<file path="src/rtl/dnc_tc_ctrl_if.sv">
// Bus bundle between the event-timer controller and its driver.
// The driver owns count_in/start/stop/target; the controller owns the
// status outputs plus a debug view of its FSM state.
interface dnc_tc_ctrl_if #(
  parameter int CNT_W = 4,
  parameter int EVT_W = 8
) ();
  // Request protocol: start and stop are plain levels sampled on every
  // rising clock edge (no valid/ready pair). A request takes effect on the
  // edge where it is seen high; holding it high simply repeats it. stop has
  // priority over start, and start has priority over a terminal-count event.
  // target is only meaningful on an edge where start is accepted.
  logic [CNT_W-1:0] count_in;
  logic             start;
  logic             stop;
  logic [EVT_W-1:0] target;
  logic             tc_pulse;
  logic             busy;
  logic             done;
  logic [EVT_W-1:0] events;
  logic [1:0]       dbg_state;

  modport master (
    output count_in, start, stop, target,
    input  tc_pulse, busy, done, events, dbg_state
  );

  modport slave (
    input  count_in, start, stop, target,
    output tc_pulse, busy, done, events, dbg_state
  );
endinterface

</file>
<file path="src/rtl/dnc_tc_ctrl.sv">
// Terminal-count detector and start/stop event timer sitting behind a
// free-running down counter. Each fresh arrival of count_in at TC_VALUE
// produces a one-cycle tc_pulse; while armed, those arrivals are counted
// until the programmed target is reached, which turns the counter into a
// prescaler for longer timeouts.
module dnc_tc_ctrl #(
  parameter int             CNT_W    = 4,
  parameter int             EVT_W    = 8,
  parameter logic [CNT_W-1:0] TC_VALUE = '0
) (
  input  logic           clk,
  input  logic           rst,
  dnc_tc_ctrl_if.slave   bus
);

  typedef enum logic [1:0] {
    IDLE = 2'd0,
    RUN  = 2'd1,
    DONE = 2'd2
  } state_e;

  state_e           state_q, state_d;
  logic [CNT_W-1:0] prev_count_q;
  logic [EVT_W-1:0] target_q, target_d;
  logic [EVT_W-1:0] events_q, events_d;
  logic [EVT_W-1:0] events_inc;
  logic             tc_evt;
  logic             tc_pulse_q;
  logic             busy_q, busy_d;
  logic             done_q, done_d;

  // A terminal count is only the first sample at TC_VALUE, so a held
  // value yields a single event. prev_count resets to all ones to match
  // the counter's own reset value.
  assign tc_evt     = (bus.count_in == TC_VALUE) && (prev_count_q != TC_VALUE);
  assign events_inc = events_q + 1'b1;

  // State register plus the datapath registers the FSM steers.
  always_ff @(posedge clk or negedge rst) begin
    if (!rst) begin
      state_q      <= IDLE;
      prev_count_q <= '1;
      target_q     <= '0;
      events_q     <= '0;
    end else begin
      state_q      <= state_d;
      prev_count_q <= bus.count_in;
      target_q     <= target_d;
      events_q     <= events_d;
    end
  end

  // Next-state and datapath update; priority is stop > start > tc_evt.
  always_comb begin
    state_d  = state_q;
    target_d = target_q;
    events_d = events_q;
    unique case (state_q)
      IDLE, DONE: begin
        if (bus.stop) begin
          state_d  = IDLE;
          events_d = '0;
        end else if (bus.start) begin
          // A coincident terminal count is not counted: events restarts at 0.
          events_d = '0;
          if (bus.target != '0) begin
            target_d = bus.target;
            state_d  = RUN;
          end else begin
            state_d  = DONE;
          end
        end
      end
      RUN: begin
        if (bus.stop) begin
          // Abort keeps the partial count visible until a later stop clears it.
          state_d = IDLE;
        end else if (tc_evt) begin
          events_d = events_inc;
          // events can never pass target_q, so it cannot wrap.
          if (events_inc == target_q) state_d = DONE;
        end
      end
      default: begin
        state_d  = IDLE;
        events_d = '0;
      end
    endcase
  end

  // Status decode from the state being entered, so the flags line up with it.
  always_comb begin
    busy_d = (state_d == RUN);
    done_d = (state_d == DONE);
  end

  // Registered status outputs and the terminal-count tick (active in all states).
  always_ff @(posedge clk or negedge rst) begin
    if (!rst) begin
      tc_pulse_q <= 1'b0;
      busy_q     <= 1'b0;
      done_q     <= 1'b0;
    end else begin
      tc_pulse_q <= tc_evt;
      busy_q     <= busy_d;
      done_q     <= done_d;
    end
  end

  assign bus.tc_pulse  = tc_pulse_q;
  assign bus.busy      = busy_q;
  assign bus.done      = done_q;
  assign bus.events    = events_q;
  assign bus.dbg_state = state_q;

endmodule

</file>
<file path="src/flat_wrapper.sv">
// flat-port wrapper written by rule: the top's interface ports become plain ports
module dnc_tc_ctrl_flat 
#(
  parameter int             CNT_W    = 4,
  parameter int             EVT_W    = 8,
  parameter logic [CNT_W-1:0] TC_VALUE = '0
)
  (clk, rst, bus_count_in, bus_start, bus_stop, bus_target, bus_tc_pulse, bus_busy, bus_done, bus_events, bus_dbg_state);
  dnc_tc_ctrl_if #(.CNT_W(CNT_W), .EVT_W(EVT_W)) bus_i ();
  input  logic clk;
  input  logic rst;
  input wire logic [$bits(bus_i.count_in)-1:0] bus_count_in;
  input wire logic [$bits(bus_i.start)-1:0] bus_start;
  input wire logic [$bits(bus_i.stop)-1:0] bus_stop;
  input wire logic [$bits(bus_i.target)-1:0] bus_target;
  output wire logic [$bits(bus_i.tc_pulse)-1:0] bus_tc_pulse;
  output wire logic [$bits(bus_i.busy)-1:0] bus_busy;
  output wire logic [$bits(bus_i.done)-1:0] bus_done;
  output wire logic [$bits(bus_i.events)-1:0] bus_events;
  output wire logic [$bits(bus_i.dbg_state)-1:0] bus_dbg_state;
  assign bus_i.count_in = bus_count_in;
  assign bus_i.start = bus_start;
  assign bus_i.stop = bus_stop;
  assign bus_i.target = bus_target;
  assign bus_tc_pulse = bus_i.tc_pulse;
  assign bus_busy = bus_i.busy;
  assign bus_done = bus_i.done;
  assign bus_events = bus_i.events;
  assign bus_dbg_state = bus_i.dbg_state;
  dnc_tc_ctrl #(.CNT_W(CNT_W), .EVT_W(EVT_W), .TC_VALUE(TC_VALUE)) u_core (.clk(clk), .rst(rst), .bus(bus_i));
endmodule
</file>
<file path="config.mk">
export PLATFORM = sky130hd
export DESIGN_NAME = dnc_tc_ctrl_flat
export DESIGN_NICKNAME = d
export VERILOG_FILES = /design/src/rtl/dnc_tc_ctrl_if.sv /design/src/rtl/dnc_tc_ctrl.sv /design/src/flat_wrapper.sv
export SDC_FILE = /design/constraint.sdc
export NUM_CORES = 1
export LEC_CHECK = 0
export BUFFER_PORTS_ARGS = -buffer_cell sky130_fd_sc_hd__buf_2
export CAP_MARGIN = 20
export CORE_UTILIZATION = 45
export DETAILED_ROUTE_END_ITERATION = 8
export GPL_ROUTABILITY_DRIVEN = 0
export PLACE_DENSITY = 0.75
export SLEW_MARGIN = 20
export SYNTH_ARGS = -nofsm -noshare
export SYNTH_HDL_FRONTEND = slang
export SYNTH_SLANG_ARGS = --single-unit
</file>
<file path="constraint.sdc">
create_clock -name clk -period 1.7 [get_ports clk]
set_clock_uncertainty 0.1 [all_clocks]
set_input_delay 0.34 -clock clk [delete_from_list [all_inputs] [get_ports clk]]
set_output_delay 0.34 -clock clk [all_outputs]
set_load 0.02 [all_outputs]
</file>
* After elaboration in Yosys (flattened, before gate mapping)
Index checks and enable logic that the tools add are counted.
** Operators by class
- $add $sub $neg :: 1
- Equal/unequal tests :: 8
- Mux-type cells :: 12
- Bitwise operators :: 1
- Reduce and logical (&&, ||, !) cells :: 8
** Operators with widths (count)
- $mux 8 :: 4
- $pmux 8 s2 :: 1
- $mux 2 :: 6
- $add 8x1->8 const B :: 1
- $eq 8x8->1 :: 1
- $reduce_bool 8->1 :: 1
- $eq 2x1->1 const B :: 2
- $eq 2x2->1 const B :: 2
- $logic_not 4->1 :: 1
- $pmux 2 s2 :: 1
- $reduce_and 4->1 :: 1
- $reduce_bool 4->1 :: 1
- $ne 3x3->1 const B :: 1
- $reduce_and 3->1 :: 1
- $logic_not 2->1 :: 1
- $ne 2x1->1 const B :: 1
- $ne 2x2->1 const B :: 1
- $reduce_or 2->1 :: 1
- $logic_and 1x1->1 :: 1
- $not 1->1 :: 1
** Storage, ports and cells
- Register bits after elaboration :: 25
- Input port bits :: 16
- Output and inout bits :: 13

* Depth between registers and ports, before layout
- Depth after elaboration :: 7
- Mapped depth :: 7
- Mapped depth without buffers :: 6

* Worst setup path after synthesis
No wires, ideal clock.
- Path kind :: input -> register
- From :: input port bus_count_in[3]
- To :: register u_core.events_q[6], in the netlist u_core.bus.events[6]
- Library setup time :: 103 ps
- Arrival :: 1766 ps
- Data required time :: 1497 ps
- Slack :: -269 ps
- Cell stages on the path :: 6
- Cell sequence :: or4_4 > or4_4 > buf_6 > nor2_1 > o21ai_1 > o41ai_2
** Between the ends
- Word-level cells in the longest chain between the ends :: 4
** RTL lines
- from (decl) :: line flat_wrapper.sv:12 : input wire logic [$bits(bus_i.count_in)-1:0] bus_count_in;
- $logic_not 4->1 :: line dnc_tc_ctrl.sv:35 : assign tc_evt = (bus.count_in == TC_VALUE) && (prev_count_q != TC_VALUE);
- $logic_and 1x1->1 :: line dnc_tc_ctrl.sv:35
- $ne 2x1->1 (no line)
- $reduce_and 3->1 (no line)
- to (signal assigned) :: line dnc_tc_ctrl.sv:49 : events_q <= events_d;
- to (decl) :: line dnc_tc_ctrl.sv:25 : logic [EVT_W-1:0] events_q, events_d;
Every way passes these cells.
A chain may end at the register's enable or synchronous reset.

* Worst setup path after layout
- From :: register u_core.events_q[3], in the netlist u_core.bus.events[3]
- To :: register u_core.state_q[0], in the netlist u_core.bus.dbg_state[0]
** Between the ends
- Word-level cells in the longest chain between the ends :: 6
** RTL lines
- $add 8x1->8 :: line dnc_tc_ctrl.sv:36 : assign events_inc = events_q + 1'b1;
- $eq 8x8->1 :: line dnc_tc_ctrl.sv:81 : if (events_inc == target_q) state_d = DONE;
- $mux 2 :: line dnc_tc_ctrl.sv:81
- $mux 2 :: line dnc_tc_ctrl.sv:78 : end else if (tc_evt) begin
- $mux 2 :: line dnc_tc_ctrl.sv:75 : if (bus.stop) begin
- $pmux 2 s2 :: line dnc_tc_ctrl.sv:58 : unique case (state_q)
- net u_core.state_d[0] :: line dnc_tc_ctrl.sv:22 : state_e state_q, state_d;
- to (signal assigned) :: line dnc_tc_ctrl.sv:46 : state_q <= state_d;
- to (decl) :: line dnc_tc_ctrl.sv:22
The timed path passes the listed nets, and every way through them passes these cells.

==> impl_metrics.json <==
{
  "max_freq_ghz": 0.522,
  "clock_latency_ns": 0.32,
  "fin_ws_ns": -0.215,
  "cp-start-kind": "flip-flop",
  "synth_area_um2": 1350,
  "dieArea_um2": 3210,
  "dp_cells": 203,
  "wl_met1_um": 1530,
  "io_pins": 29,
  "dr.pass1.iters": 6,
  "peakVddDrop_mv": 0.549,
  "synthTopCellsByArea": "dfrtp_1 39%, dfstp_2 7.8%, mux2_1 6.7%",
  "leakagePower_nw": 0.929,
  "seq_power_share_pct": 52.5,
  "instances_no_fill": 219,
  "routed_wl_um": 3860,
  "drc": 4,
  "grt_setup_unrepaired": "true",
  "area_delta_synth_final_pct": 57.1,
  "yosysTopAreaCell": "dfrtp_1",
  "grt_antenna_before_repair": 0,
  "p_per_area_nw_per_um2": 649,
  "setup_viol": 5,
  "num_rows": 19,
  "status": "finished, violations left",
  "synth_mux_area_share_pct": 7.43,
  "fill_cells": 203,
  "port_buffers": 28,
  "multi_input_area_um2": 917,
  "regArea_um2": 638,
  "async_flop_share_pct": 100,
  "drt-vias-per-instance": 5.88,
  "synth_edf_count": 0,
  "fp.dieW_um": 56.7,
  "met2WireLength_um": 2050,
  "postRouteAntennaNets": 0,
  "hpwlAfterDp_um": 2410,
  "violations": "design-rule violations, negative setup slack",
  "combinationalPowerShare_pct": 27.4,
  "initial_core_util_pct": 48.0,
  "fin_nets": 206,
  "drv_cap": 0,
  "clock_sinks": 25,
  "ys_seq_elements": 25,
  "cts_buffers": 3,
  "post_dp_cell_area_um2": 1750,
  "yosysWarnings": 0,
  "wl_met3_um": 161,
  "post-route-min-period_ns": 1.91,
  "synth_top_family_by_area": "compound AO/OA/AOI/OAI gates",
  "ys_seq_area_share_pct": 46.8,
  "drive_gt1_share_pct": 61.2,
  "overflow": 0,
  "synthTopCellsByCount": "21 x dfrtp_1, 8 x mux2_1, 8 x o21ai_1",
  "endpoint_kind": "flip-flop",
  "top_layer_used": "met4",
  "yosys_most_used_dff": "dfrtp_1",
  "yosys.area_share.adder_pct": 0.929,
  "cts_tree": "yes",
  "internal-power_uw": 931,
  "insertedDiodeCount": 0,
  "ctsLongestPathBuffers": 2,
  "fin_crit_sh_pct": 113,
  "tightestPinTransition_ns": 0.565,
  "whs_ns": 0.138,
  "syn_inst": 120,
  "hp-class": "in2reg",
  "grt_pass1_wl_um": 5770,
  "root_buffer": "clkbuf_4",
  "core_area_um2": 2810,
  "required_ns": 1.79,
  "hold_viol": 0,
  "track_usage_pct": 23.7,
  "grt_max_degree": 26,
  "fin_area_um2": 2110,
  "synth_top_area_share_pct": 39.0,
  "timing.slew.headroom_pct": 62.3,
  "grt_pass1_vias": 1267,
  "crit_type": "reg2reg",
  "synth-simple-area-share_pct": 16.4,
  "crit_path_max_fanout": 9,
  "clkTransAtPathRegs_ns": 0.14,
  "crit_arrival_ns": 2.00,
  "synth_compound_area_share_pct": 18.6,
  "drv_slew": 0,
  "synthMostInstantiatedCell": "dfrtp_1",
  "netSwitchingFraction_pct": 32.1,
  "htreeDepth": 1,
  "vias": 1287,
  "die_y_um": 56.7,
  "syn_area_per_cell_um2": 11.2,
  "ys_types": 40,
  "p_sw_uw": 441,
  "synth.net_count": 137,
  "clkPwrFrac_pct": 20.1,
  "first_iter_violations": 17,
  "synth-xor-area-share_pct": 6.51,
  "wl_per_cell_um": 17.6
}
power groups by stage:
stage	combinational, mW	sequential [mW]	clock (mW)
CTS	0.350	0.719	0.280
global route	0.398	0.727	0.306
finish	0.376	0.720	0.276
detailed placement	0.290	0.711	0
floorplan	0.166	0.712	0
global placement	0.272	0.707	0
layout make-up:
cell class	count	share of cell area, %
Multi-Input combinational cell	88	43.4
Sequential cell	25	30.2
Timing Repair Buffer	67	22.7
Tap cell	31	1.83
Clock buffer	4	1.24
Inverter	4	0.710
cell families (layout without fill, tap and decap cells):
group | Yosys count | in the layout
muxes | 9 | 9
DFF | 25 | 25
AOI/OAI and AO/OA | 30 | 31
and+or+nand+nor | 36 | 37
adders and majority gates | 1 | 1
buffers and inverters | 9 | 75
xor gates and xnor gates | 10 | 10
path summary, 6_finish.rpt:
path / cells past startpoint / start / slack [ns] / endpoint
worst max-delay path: 6 / u_core.bus.events[3]$_DFFE_PN0P_ / -0.21 / u_core.bus.dbg_state[0]$_DFF_PN0_
worst min-delay path: 2 / bus_target[0] / 0.14 / u_core.target_q[0]$_DFFE_PN0P_
worst max register to register: 6 / u_core.bus.events[3]$_DFFE_PN0P_ / -0.21 / u_core.bus.dbg_state[0]$_DFF_PN0_
worst min register to register: 1 / u_core.target_q[7]$_DFFE_PN0P_ / 0.47 / u_core.target_q[7]$_DFFE_PN0P_
max in group asynchronous: 2 / rst / 0.66 / u_core.bus.events[1]$_DFFE_PN0P_
min in group asynchronous: 2 / rst / 0.43 / u_core.bus.events[7]$_DFFE_PN0P_
flip-flops by register name (all words and copies together) (netlist names):
signal and flops:
u_core.bus.busy 1, u_core.bus.dbg_state 2, u_core.bus.done 1, u_core.bus.events 8, u_core.bus.tc_pulse 1, u_core.prev_count_q 4, u_core.target_q 8
worst max-delay path, stage by stage, from the launching register on:
cell and delay (ns):
dfrtp_2 0.48, buf_6 0.16, and3_1 0.14, o22a_1 0.17, nor3_1 0.32, a311o_1 0.28
a31oi_1 0.13
per-layer routing:
metal / vias to the layer above / track usage, %
li1: 591 / -
met1: 634 / 28.9
met2: 52 / 43.9
met3: 10 / 2.53
met4: 0 / 6.07
met5: - / 0
stage by stage:
stage                     utilization [%]  total power, mW  setup TNS, ns  setup WS, ns
after floorplan                         -            0.879          -2.00        -0.269
after global placement               62.3            0.980          -5.80        -0.422
final                                75.4             1.37         -0.770        -0.215
after detailed placement             62.3             1.00          -6.28        -0.500
after global routing                 75.4             1.43          -1.02        -0.236
after CTS                            72.4             1.35         -0.221       -0.0844
layout by cell type, fill, tap and decap left out, types with 3 or more instances in the layout:
cell,n
buf_4,30
buf_2,25
dfrtp_1,15
mux2_1,8
buf_6,7
o21ai_1,6
dfrtp_2,6
dlygate4sd3_1,5
nor2_2,4
inv_1,4
nand2_1,4
dfstp_2,4
or4_4,3
xnor2_1,3
nand2b_1,3
nor2_1,3
xnor2_2,3
a31oi_1,3
clkbuf_4,3
timing repair:
item | 4_1_cts | 5_1_grt
cloned | 1 | 1
pin swaps | 16 | 11
hold buffers | 3 | 2
resized for setup | 33 | 11
setup endpoints to repair | 11 | 17
buffers inserted | 5 | 1
hold endpoints to repair | 23 | 2
(Power assumes the default switching activity.)
